### config.mk
export PLATFORM = sky130hd
export DESIGN_NAME = uart_rx
export DESIGN_NICKNAME = d
export VERILOG_FILES = /design/src/rtl/uart_pkg.sv /design/src/rtl/uart_rx_sampler.sv /design/src/rtl/uart_rx.sv
export SDC_FILE = /design/constraint.sdc
export NUM_CORES = 1
export LEC_CHECK = 0
export BUFFER_PORTS_ARGS = -buffer_cell sky130_fd_sc_hd__clkbuf_2
export CORE_ASPECT_RATIO = 0.9
export CORE_UTILIZATION = 55
export DETAILED_ROUTE_END_ITERATION = 7
export PLACE_DENSITY_LB_ADDON = 0.15
export SYNTH_ARGS = -nofsm -noshare
export SYNTH_HDL_FRONTEND = slang
export SYNTH_HIERARCHICAL = 1
export SYNTH_SLANG_ARGS = --single-unit
### constraint.sdc
create_clock -name CLK -period 4.8 [get_ports CLK]
set_input_delay 0.48 -clock CLK [delete_from_list [all_inputs] [get_ports CLK]]
set_output_delay 0.48 -clock CLK [all_outputs]
set_load 0.02 [all_outputs]
### src/rtl/uart_pkg.sv
// Shared UART definitions: FSM states, parity types, default widths and legal prescale ratios.
package uart_pkg;

  localparam int unsigned DATA_WIDTH_DEF     = 8;
  localparam int unsigned PRESCALE_WIDTH_DEF = 6;

  localparam int unsigned PRESCALE_8  = 8;
  localparam int unsigned PRESCALE_16 = 16;
  localparam int unsigned PRESCALE_32 = 32;

  localparam logic PAR_EVEN = 1'b0;
  localparam logic PAR_ODD  = 1'b1;

  typedef enum logic [2:0] {
    IDLE,
    START,
    DATA,
    PARITY,
    STOP
  } uart_state_e;

  // Unsupported oversampling ratios fall back to 8.
  function automatic int unsigned legal_prescale(input int unsigned p);
    return (p == PRESCALE_16 || p == PRESCALE_32) ? p : PRESCALE_8;
  endfunction

endpackage

### src/rtl/uart_rx_sampler.sv
// Per-bit edge counter with three mid-bit samples and a 2-of-3 majority vote.
module uart_rx_sampler
  import uart_pkg::*;
#(
  parameter int unsigned PRESCALE_WIDTH = PRESCALE_WIDTH_DEF
) (
  input  logic                      clk_i,
  input  logic                      rst_i,
  input  logic                      rx_i,
  input  logic                      clear_i,
  input  logic [PRESCALE_WIDTH-1:0] prescale_i,
  output logic                      vote_c_o,
  output logic                      sample_done_c_o,
  output logic                      bit_done_c_o
);

  logic [PRESCALE_WIDTH-1:0] cnt_q, cnt_d;
  logic [PRESCALE_WIDTH-1:0] half;
  logic                      s0_q, s0_d;
  logic                      s1_q, s1_d;

  always_ff @(posedge clk_i) begin
    if (rst_i) begin
      cnt_q <= '0;
      s0_q  <= 1'b1;
      s1_q  <= 1'b1;
    end else begin
      cnt_q <= cnt_d;
      s0_q  <= s0_d;
      s1_q  <= s1_d;
    end
  end

  always_comb begin
    half            = prescale_i >> 1;
    cnt_d           = cnt_q;
    s0_d            = s0_q;
    s1_d            = s1_q;
    bit_done_c_o    = (cnt_q == prescale_i - 1'b1);
    sample_done_c_o = (cnt_q == half + 1'b1);
    // The third sample is the live input, so the vote resolves on the edge after the second.
    vote_c_o        = (s0_q & s1_q) | (s0_q & rx_i) | (s1_q & rx_i);

    if (clear_i || bit_done_c_o) begin
      cnt_d = '0;
    end else begin
      cnt_d = cnt_q + 1'b1;
    end
    if (cnt_q == half - 1'b1) begin
      s0_d = rx_i;
    end
    if (cnt_q == half) begin
      s1_d = rx_i;
    end
  end

endmodule

### src/rtl/uart_rx.sv
// UART receiver: synchronizer, frame FSM, shift register, parity/stop checks and pulse outputs.
module uart_rx
  import uart_pkg::*;
#(
  parameter int unsigned DATA_WIDTH     = DATA_WIDTH_DEF,
  parameter int unsigned PRESCALE_WIDTH = PRESCALE_WIDTH_DEF
) (
  input  logic                      CLK,
  input  logic                      RST,
  input  logic                      RX_IN,
  input  logic [PRESCALE_WIDTH-1:0] PRESCALE,
  input  logic                      PAR_EN,
  input  logic                      PAR_TYP,
  output logic [DATA_WIDTH-1:0]     P_DATA,
  output logic                      DATA_VLD,
  output logic                      PAR_ERR,
  output logic                      STP_ERR
);

  localparam int unsigned BIT_CNT_W = (DATA_WIDTH > 1) ? $clog2(DATA_WIDTH) : 1;

  uart_state_e               state_q, state_d;
  logic [1:0]                sync_q;
  logic                      rx_s;
  logic [PRESCALE_WIDTH-1:0] prescale_q, prescale_d;
  logic                      par_en_q, par_en_d;
  logic                      par_typ_q, par_typ_d;
  logic [DATA_WIDTH-1:0]     shreg_q, shreg_d;
  logic [BIT_CNT_W-1:0]      bit_cnt_q, bit_cnt_d;
  logic                      par_err_q, par_err_d;
  logic                      stp_err_q, stp_err_d;
  logic                      fin_q, fin_d;
  logic                      armed_q, armed_d;
  logic [DATA_WIDTH-1:0]     p_data_q, p_data_d;
  logic                      vld_q, vld_d;
  logic                      perr_q, perr_d;
  logic                      serr_q, serr_d;
  logic                      vote_c;
  logic                      sample_done_c;
  logic                      bit_done_c;
  logic                      clear_c;

  assign rx_s     = sync_q[1];
  assign clear_c  = (state_d == IDLE);
  assign P_DATA   = p_data_q;
  assign DATA_VLD = vld_q;
  assign PAR_ERR  = perr_q;
  assign STP_ERR  = serr_q;

  uart_rx_sampler #(
    .PRESCALE_WIDTH (PRESCALE_WIDTH)
  ) u_sampler (
    .clk_i           (CLK),
    .rst_i           (RST),
    .rx_i            (rx_s),
    .clear_i         (clear_c),
    .prescale_i      (prescale_q),
    .vote_c_o        (vote_c),
    .sample_done_c_o (sample_done_c),
    .bit_done_c_o    (bit_done_c)
  );

  always_ff @(posedge CLK) begin
    if (RST) begin
      state_q    <= IDLE;
      sync_q     <= 2'b11;
      prescale_q <= PRESCALE_WIDTH'(PRESCALE_8);
      par_en_q   <= 1'b0;
      par_typ_q  <= PAR_EVEN;
      shreg_q    <= '0;
      bit_cnt_q  <= '0;
      par_err_q  <= 1'b0;
      stp_err_q  <= 1'b0;
      fin_q      <= 1'b0;
      armed_q    <= 1'b1;
      p_data_q   <= '0;
      vld_q      <= 1'b0;
      perr_q     <= 1'b0;
      serr_q     <= 1'b0;
    end else begin
      state_q    <= state_d;
      sync_q     <= {sync_q[0], RX_IN};
      prescale_q <= prescale_d;
      par_en_q   <= par_en_d;
      par_typ_q  <= par_typ_d;
      shreg_q    <= shreg_d;
      bit_cnt_q  <= bit_cnt_d;
      par_err_q  <= par_err_d;
      stp_err_q  <= stp_err_d;
      fin_q      <= fin_d;
      armed_q    <= armed_d;
      p_data_q   <= p_data_d;
      vld_q      <= vld_d;
      perr_q     <= perr_d;
      serr_q     <= serr_d;
    end
  end

  always_comb begin
    state_d    = state_q;
    prescale_d = prescale_q;
    par_en_d   = par_en_q;
    par_typ_d  = par_typ_q;
    shreg_d    = shreg_q;
    bit_cnt_d  = bit_cnt_q;
    par_err_d  = par_err_q;
    stp_err_d  = stp_err_q;
    fin_d      = 1'b0;
    armed_d    = armed_q | rx_s;
    p_data_d   = p_data_q;
    vld_d      = 1'b0;
    perr_d     = 1'b0;
    serr_d     = 1'b0;

    // Report the frame one cycle after the FSM is back in IDLE.
    if (fin_q) begin
      if (!par_err_q && !stp_err_q) begin
        p_data_d = shreg_q;
        vld_d    = 1'b1;
      end else begin
        perr_d = par_err_q;
        serr_d = stp_err_q;
      end
    end

    unique case (state_q)
      IDLE: begin
        if (!rx_s && armed_q) begin
          state_d    = START;
          prescale_d = PRESCALE_WIDTH'(legal_prescale(32'(PRESCALE)));
          par_en_d   = PAR_EN;
          par_typ_d  = PAR_TYP;
          bit_cnt_d  = '0;
          par_err_d  = 1'b0;
          stp_err_d  = 1'b0;
        end
      end
      START: begin
        if (sample_done_c && vote_c) begin
          state_d = IDLE;
        end else if (bit_done_c) begin
          state_d = DATA;
        end
      end
      DATA: begin
        if (sample_done_c) begin
          shreg_d = {vote_c, shreg_q[DATA_WIDTH-1:1]};
        end
        if (bit_done_c) begin
          if (bit_cnt_q == BIT_CNT_W'(DATA_WIDTH - 1)) begin
            bit_cnt_d = '0;
            state_d   = par_en_q ? PARITY : STOP;
          end else begin
            bit_cnt_d = bit_cnt_q + 1'b1;
          end
        end
      end
      PARITY: begin
        if (sample_done_c) begin
          par_err_d = vote_c != ((^shreg_q) ^ (par_typ_q == PAR_ODD));
        end
        if (bit_done_c) begin
          state_d = STOP;
        end
      end
      STOP: begin
        // A low stop bit disarms start detection until the line has been seen high.
        if (sample_done_c) begin
          stp_err_d = ~vote_c;
          if (!vote_c) begin
            armed_d = 1'b0;
          end
        end
        if (bit_done_c) begin
          state_d = IDLE;
          fin_d   = 1'b1;
        end
      end
      default: state_d = IDLE;
    endcase
  end

endmodule
==> tab_implementation.tex, run 1 <==
\begin{tabular}{lr}
\hline
Metric & Value \\
\hline
\multicolumn{2}{l}{\textbf{Status}} \\
Run status & finished, final reports clean \\
\multicolumn{2}{l}{\textbf{Synth}} \\
Area share of the largest cell type after synthesis & 38.78\% \\
Area of the mapped netlist & 2426 sq um \\
Number of synthesized flops with an enable pin & 0 \\
Post-Synthesis Net Count & 274 \\
Ys async rst share & 0\% \\
Number of flip-flops and latches in the synthesized netlist & 47 \\
Synth unique cells & 53 \\
Flip-flop cell with the highest count after synthesis & dfxtp\_1 \\
Number of instances in the synthesized netlist & 256 \\
Mean post-synth cell area & 9.477 sq um \\
Synth warnings & 6 \\
Most area-hungry cell type in the Yosys netlist & dfxtp\_1 \\
Share of the yosys chip area belonging to registers & 38.78\% \\
Synth area leaders & dfxtp\_1 39\%, mux2i\_1 7.0\%, xnor2\_1 5.8\% \\
\multicolumn{2}{l}{\textbf{Placement}} \\
Weighted congestion at the end of routability-driven global placement & 0.9333 \\
Quantity of I/O buffers inserted on ports & 21 \\
Standard cell area after detailed placement & 2501 sq um \\
Final HPWL from detailed placement & 3127 um \\
\multicolumn{2}{l}{\textbf{Cells and area}} \\
Number of nets in the final layout & 286 \\
Proportion of layout cells with a drive suffix above 1 & 14.61\% \\
Fillers & 372 \\
Most common library cell in the layout ignoring fill and taps & dfxtp\_1 \\
Final core utilization & 61.92\% \\
Number of diodes & 0 \\
Area of all placed cells without fillers & 2574 sq um \\
Area overhead of the layout relative to synthesis & 6.086\% \\
Most frequent cells in the layout & 47 x dfxtp\_1, 32 x nor2\_1, 21 x clkbuf\_2, 17 x mux2i\_1, 16 x xnor2\_1 \\
\multicolumn{2}{l}{\textbf{STA}} \\
Final min period & 3083 ps \\
Worst Hold Margin & 375.5 ps \\
Setup repair after global routing missed its margin & false \\
Max Clk Rate & 0.3244 GHz \\
Max-slew headroom & 38.41\% \\
Setup violation total in the final timing report & 0 \\
Final-report hold violation count & 0 \\
Max-slew violations & 0 \\
Setup TNS after final layout & 0 ps \\
Slew at the pin with the worst max-slew slack & 923.8 ps \\
Share of the cycle needed by the critical path after routing & 64.22\% \\
Largest clock skew in the final design & 4.170 ps \\
\multicolumn{2}{l}{\textbf{GRT}} \\
Number of global-route vias before repair & 1595 \\
Overall global routing resource usage & 20.48\% \\
Wire length of the first global-routing pass & 7417 um \\
Congestion Overflow GR & 0 \\
Number of antenna violations at the first check in global routing & 0 \\
Largest net degree at the start of global routing & 50 \\
\multicolumn{2}{l}{\textbf{Critical path}} \\
WP data required & 4950 ps \\
CP Max Fanout & 14 \\
Element type at the critical path start & flop \\
Reg-to-reg slack, setup & 1720 ps \\
Slowest stage delay, CP & 730 ps \\
CP endpoint kind & flop \\
Start-to-end type of the worst setup path & flop to flop \\
Crit path DAT & 3230 ps \\
Slowest cell on the critical path & or4bb\_2 \\
Combined buffer and inverter count along the critical path & 1 \\
Gate family responsible for the most delay along the worst path & compound AO/OA/AOI/OAI gates \\
CP Cell Sequence & inv\_1, ha\_1, a21boi\_1, xnor2\_1, nand3\_1, a2111oi\_4, or4bb\_2, a31oi\_1, nor2\_1 \\
\multicolumn{2}{l}{\textbf{Flow run}} \\
Number of maximum-capacitance constraint violations & 0 \\
\multicolumn{2}{l}{\textbf{Route}} \\
Total Routed Length & 4374 um \\
Post-route ant nets & 0 \\
Iter 0 DRT Violations & 78 \\
DR vias & 1770 \\
Number of detailed-route iterations in the first pass & 4 \\
Remaining design rule violation count & 0 \\
DR WL/cell & 13.38 um \\
Via/cell ratio & 5.413 \\
\multicolumn{2}{l}{\textbf{Clock tree}} \\
Buffers from clock root to sink, at most & 2 \\
Clock buffer count from CTS & 5 \\
\# H-tree levels & 2 \\
Number of gates resized after cts & 0 \\
CTS Hold Buffers Added & 0 \\
Clock network latency to the later pin of the worst-skew pair & 290 ps \\
Clock input transition at the sequential cells of the worst setup and hold paths & 70 ps \\
Number of setup buffers added after CTS & 0 \\
Cell at the root of the clock tree & clkbuf\_8 \\
Clock tree from TritonCTS & built \\
Sinks on the clock net & 47 \\
\multicolumn{2}{l}{\textbf{Floorplanning}} \\
Die X & 72.01 um \\
Number of cell rows & 22 \\
Effective utilization at floorplan & 58.37\% \\
Placeable core region & 4156 sq um \\
Vertical extent of the die & 65.01 um \\
Total die area & 4681 sq um \\
Num ports & 22 \\
\multicolumn{2}{l}{\textbf{Power and ir drop}} \\
Power per standard cell area & 248.7 nW/um\^{}2 \\
Worst IR Drop VDD & 0.1728 mV \\
Leakage component of the power & 0.9446 nW \\
Total power of the final layout & 0.6401 mW \\
\multicolumn{2}{l}{\textbf{Min path}} \\
Worst min-delay path category & input pin to flop \\
\hline
\end{tabular}
[synthesized netlist by cell type, drive strengths merged, types with 3 or more instances]
cell type / n
or2: 3
nor3: 6
a21boi: 3
dfxtp: 47
nand3b: 5
nand2: 14
nand2b: 3
xor2: 14
nor4: 6
mux2i: 17
nor2: 32
ha: 7
a21oi: 10
inv: 3
buf: 12
nor3b: 4
xnor2: 17
clkbuf: 5
nand3: 11
a31oi: 5
[final timing paths]
kind                               startpoint           end  depth (start not counted)
worst max-delay path            prescale_q[1]  bit_cnt_q[0]                          9
worst min-delay path                    RX_IN     sync_q[0]                          2
worst max register to register  prescale_q[1]  bit_cnt_q[0]                          9
worst min register to register      sync_q[0]     sync_q[1]                          1
[sequential cells by signal, indices dropped and copies added (netlist names), 2 cells and up]
name and cells:
bit_cnt_q 3, P_DATA 8, sync_q 2, shreg_q 8, u_sampler/cnt_q 6, prescale_q 6
state_q 3
[worst reg2reg max path: cells and delay by family, from the launching register on]
family	cells	cell delay [ps]
buffers and inverters	1	130
and+or+nand+nor	3	910
adders and majority gates	1	260
xor gates and xnor gates	1	170
AOI/OAI and AO/OA	3	1000
DFF	1	460
[stage by stage]
stage / worst slack [ps] / std cells
2_1_floorplan: 2052 / 256
3_3_place_gp: 1785 / 321
3_5_place_dp: 1778 / 321
4_1_cts: 1731 / 327
5_1_grt: 1410 / 327
6_report: 1717 / 327
[metal layers]
metal / share of wire, % / GRT usage (%) / up-vias
met1: 52 / 29.67 / 805
met4: 1.1 / 5.147 / 0
met3: 6.1 / 5.599 / 7
met5: 0 / 0 / -
li1: - / - / 917
met2: 41 / 29.83 / 41
[kinds of logic (layout without fill, tap and decap cells)]
kind of cell,count (synthesis),in the layout,share of synthesized area (%)
AO/OA/AOI/OAI,30,30,9.129
XOR/XNOR,32,32,12.43
adder cells (fa/ha/maj),8,8,4.023
buffers and inverters,20,31,5.105
flip-flops,47,47,38.78
multiplexers,17,17,7.014
AND/OR/NAND/NOR,102,102,23.52
[where the power goes]
part	leakage (nW)	switching, mW	internal (mW)
logic	0.528	0.0188	0.0139
clock network	0.0371	0.112	0.0970
registers	0.380	0.00503	0.393
[final cells by class]
class / count / area, sq um / area share [%]
clock buffer: 6 / 72.57 / 2.820
inverter: 3 / 11.26 / 0.4375
multi-input combinational: 189 / 1361 / 52.89
sequential: 47 / 940.9 / 36.56
tap: 60 / 75.07 / 2.917
timing repair buffer: 22 / 112.6 / 4.375
No activity file was read; power rests on OpenSTA's default activity.
==> run 2: changes to the inputs <==
Clock period 4.8 ns to 3 ns, I/O delays scaled along.
==> tab_implementation.tex, run 2 (synthesis gave the netlist of run 1 again) <==
\begin{tabular}{lr}
\hline
Metric & Value \\
\hline
\multicolumn{2}{l}{\textbf{Status}} \\
Run status & finished, final reports clean \\
\multicolumn{2}{l}{\textbf{STA}} \\
Slew at the pin with the worst max-slew slack & 925.3 ps (+1.438 ps) \\
Max-slew violations & 0 (unchanged) \\
Final min period & 2713 ps (-369.6 ps) \\
Final-report hold violation count & 0 (unchanged) \\
Setup violation total in the final timing report & 0 (unchanged) \\
Max-slew headroom & 38.32\% (-0.096 points) \\
Share of the cycle needed by the critical path after routing & 90.43\% (+26 points) \\
Setup repair after global routing missed its margin & false \\
Largest clock skew in the final design & 5.234 ps (+1.064 ps) \\
Worst Hold Margin & 188.8 ps (-186.7 ps) \\
Max Clk Rate & 0.3686 GHz (+14\%) \\
Setup TNS after final layout & 0 ps (unchanged) \\
\multicolumn{2}{l}{\textbf{Floorplanning}} \\
Number of cell rows & 22 (unchanged) \\
Num ports & 22 (unchanged) \\
Vertical extent of the die & 65.01 um (unchanged) \\
Total die area & 4681 sq um (unchanged) \\
Die X & 72.01 um (unchanged) \\
Placeable core region & 4156 sq um (unchanged) \\
Effective utilization at floorplan & 58.37\% (unchanged) \\
\multicolumn{2}{l}{\textbf{Power and ir drop}} \\
Worst IR Drop VDD & 0.3298 mV (+91\%) \\
Internal power contribution & 0.9827 mW (+95\%) \\
P\_sw & 0.2410 mW (+77\%) \\
Total power of the final layout & 1.224 mW (+91\%) \\
Comb pwr share & 4.3\% (-0.8 points) \\
Reg power frac & 52.0\% (-10 points) \\
Leakage component of the power & 0.9868 nW (+4.5\%) \\
Proportion of total power due to net switching & 19.70\% (-1.6 points) \\
Power per standard cell area & 459.8 nW/um\^{}2 (+85\%) \\
Power share of the clock group & 43.8\% (+11 points) \\
\multicolumn{2}{l}{\textbf{Clock tree}} \\
Clock network latency to the later pin of the worst-skew pair & 300 ps (about the same) \\
Cell at the root of the clock tree & clkbuf\_8 \\
Sinks on the clock net & 47 (unchanged) \\
Clock buffer count from CTS & 5 (unchanged) \\
Buffers from clock root to sink, at most & 2 (unchanged) \\
Number of setup buffers added after CTS & 0 (unchanged) \\
\# H-tree levels & 2 (unchanged) \\
Clock input transition at the sequential cells of the worst setup and hold paths & 80 ps (about the same) \\
Clock tree from TritonCTS & built \\
\multicolumn{2}{l}{\textbf{GRT}} \\
Number of global-route vias before repair & 1589 (-0.38\%) \\
Wire length of the first global-routing pass & 7555 um (+1.9\%) \\
Congestion Overflow GR & 0 (unchanged) \\
Number of antenna violations at the first check in global routing & 0 (unchanged) \\
Largest net degree at the start of global routing & 50 (unchanged) \\
Overall global routing resource usage & 21.09\% (+0.61 points) \\
\multicolumn{2}{l}{\textbf{Critical path}} \\
WP data required & 3140 ps (-1810 ps) \\
Gate family responsible for the most delay along the worst path & compound AO/OA/AOI/OAI gates \\
Slowest cell on the critical path & dfxtp\_2 \\
CP Cell Sequence & inv\_1, ha\_1, a21boi\_2, xnor2\_1, nand3\_1, a2111oi\_4, buf\_6, nand3b\_1, a21oi\_1, a31oi\_1, o211a\_1, nor4\_1 \\
CP Max Fanout & 12 (-2) \\
Combined buffer and inverter count along the critical path & 2 (+1) \\
CP endpoint kind & flop \\
Start-to-end type of the worst setup path & flop to flop \\
Element type at the critical path start & flop \\
Crit path DAT & 2850 ps (-380 ps) \\
Slowest stage delay, CP & 400 ps (-330 ps) \\
\multicolumn{2}{l}{\textbf{Cells and area}} \\
Most frequent cells in the layout & 45 x dfxtp\_1, 32 x nor2\_1, 21 x clkbuf\_2, 17 x mux2i\_1, 16 x xnor2\_1 \\
Filler-free cell count of the finished design & 331 (+1.2\%) \\
Most common library cell in the layout ignoring fill and taps & dfxtp\_1 \\
Fillers & 364 (-2.2\%) \\
Area overhead of the layout relative to synthesis & 9.696\% \\
Number of nets in the final layout & 288 (+0.70\%) \\
Number of diodes & 0 (unchanged) \\
Proportion of layout cells with a drive suffix above 1 & 16.97\% (+2.4 points) \\
\multicolumn{2}{l}{\textbf{Route}} \\
Remaining design rule violation count & 0 (unchanged) \\
Total Routed Length & 4403 um (+0.66\%) \\
DR WL/cell & 13.30 um (-0.55\%) \\
Number of detailed-route iterations in the first pass & 4 (unchanged) \\
Iter 0 DRT Violations & 124 (+59\%) \\
Post-route ant nets & 0 (unchanged) \\
DR vias & 1781 (+0.62\%) \\
Via/cell ratio & 5.381 (-0.59\%) \\
\multicolumn{2}{l}{\textbf{Flow run}} \\
Number of maximum-capacitance constraint violations & 0 (unchanged) \\
\multicolumn{2}{l}{\textbf{Placement}} \\
Number of cells in the design after placement & 323 (+0.62\%) \\
Final HPWL from detailed placement & 3080 um (-1.5\%) \\
Weighted congestion at the end of routability-driven global placement & 0.8154 (-13\%) \\
Quantity of I/O buffers inserted on ports & 21 (unchanged) \\
\multicolumn{2}{l}{\textbf{Min path}} \\
Worst min-delay path category & input pin to flop \\
\hline
\end{tabular}
==> run 2: cell count changes in the layout (fill, tap and decap cells not counted), sizes merged <==
cell | before | now
buf | 1 | 3
bufinv | 0 | 2
==> run 2: repair_timing <==
item,CTS,global route
resized for setup,0,5
hold buffers,0,0
setup endpoints to repair,0,6
==> run 2: per-layer routing <==
metal / share of wire [%] / routed length, um / global-route usage, %
met5: 0 / 0 / 0
met4: 1.5 / 65 / 8.333
met3: 3.7 / 165 / 4.666
met2: 42 / 1868 / 29.83
met1: 52 / 2304 / 30.79
==> run 2: final timing paths <==
check	from	end	slack, ps	cells past startpoint
worst max-delay path	prescale_q[1]	u_sampler/cnt_q[3]	290	12
worst min-delay path	RX_IN	sync_q[0]	190	2
worst max register to register	prescale_q[1]	u_sampler/cnt_q[3]	290	12
worst min register to register	sync_q[0]	sync_q[1]	430	1
==> run 2: area by class of cell <==
cell class	instances	area (sq um)	area share, %
Multi-Input combinational cell	189	1365	51.29
Sequential cell	47	945.9	35.54
Timing Repair Buffer	24	131.4	4.937
Tap cell	60	75.07	2.821
Clock buffer	6	72.57	2.727
Clock inverter	2	60.06	2.257
Inverter	3	11.26	0.4231
==> run 2: metrics by stage <==
stage	utilization [%]	worst slack, ps	area, sq um
after floorplan	-	251.5	2426
after global placement	60.54	317.2	2516
after detailed placement	60.54	168.7	2516
after CTS	63.73	130.6	2649
after global routing	64.03	27.13	2661
final	64.03	287.1	2661
==> run 2: power by group through the flow <==
stage               Combinational (mW)  Clock, mW  Sequential, mW
global placement                0.0511          0           0.651
CTS                             0.0523      0.552           0.637
finish                          0.0522      0.536           0.636
detailed placement              0.0520          0           0.651
global route                    0.0584      0.577           0.637
floorplan                       0.0452          0           0.647
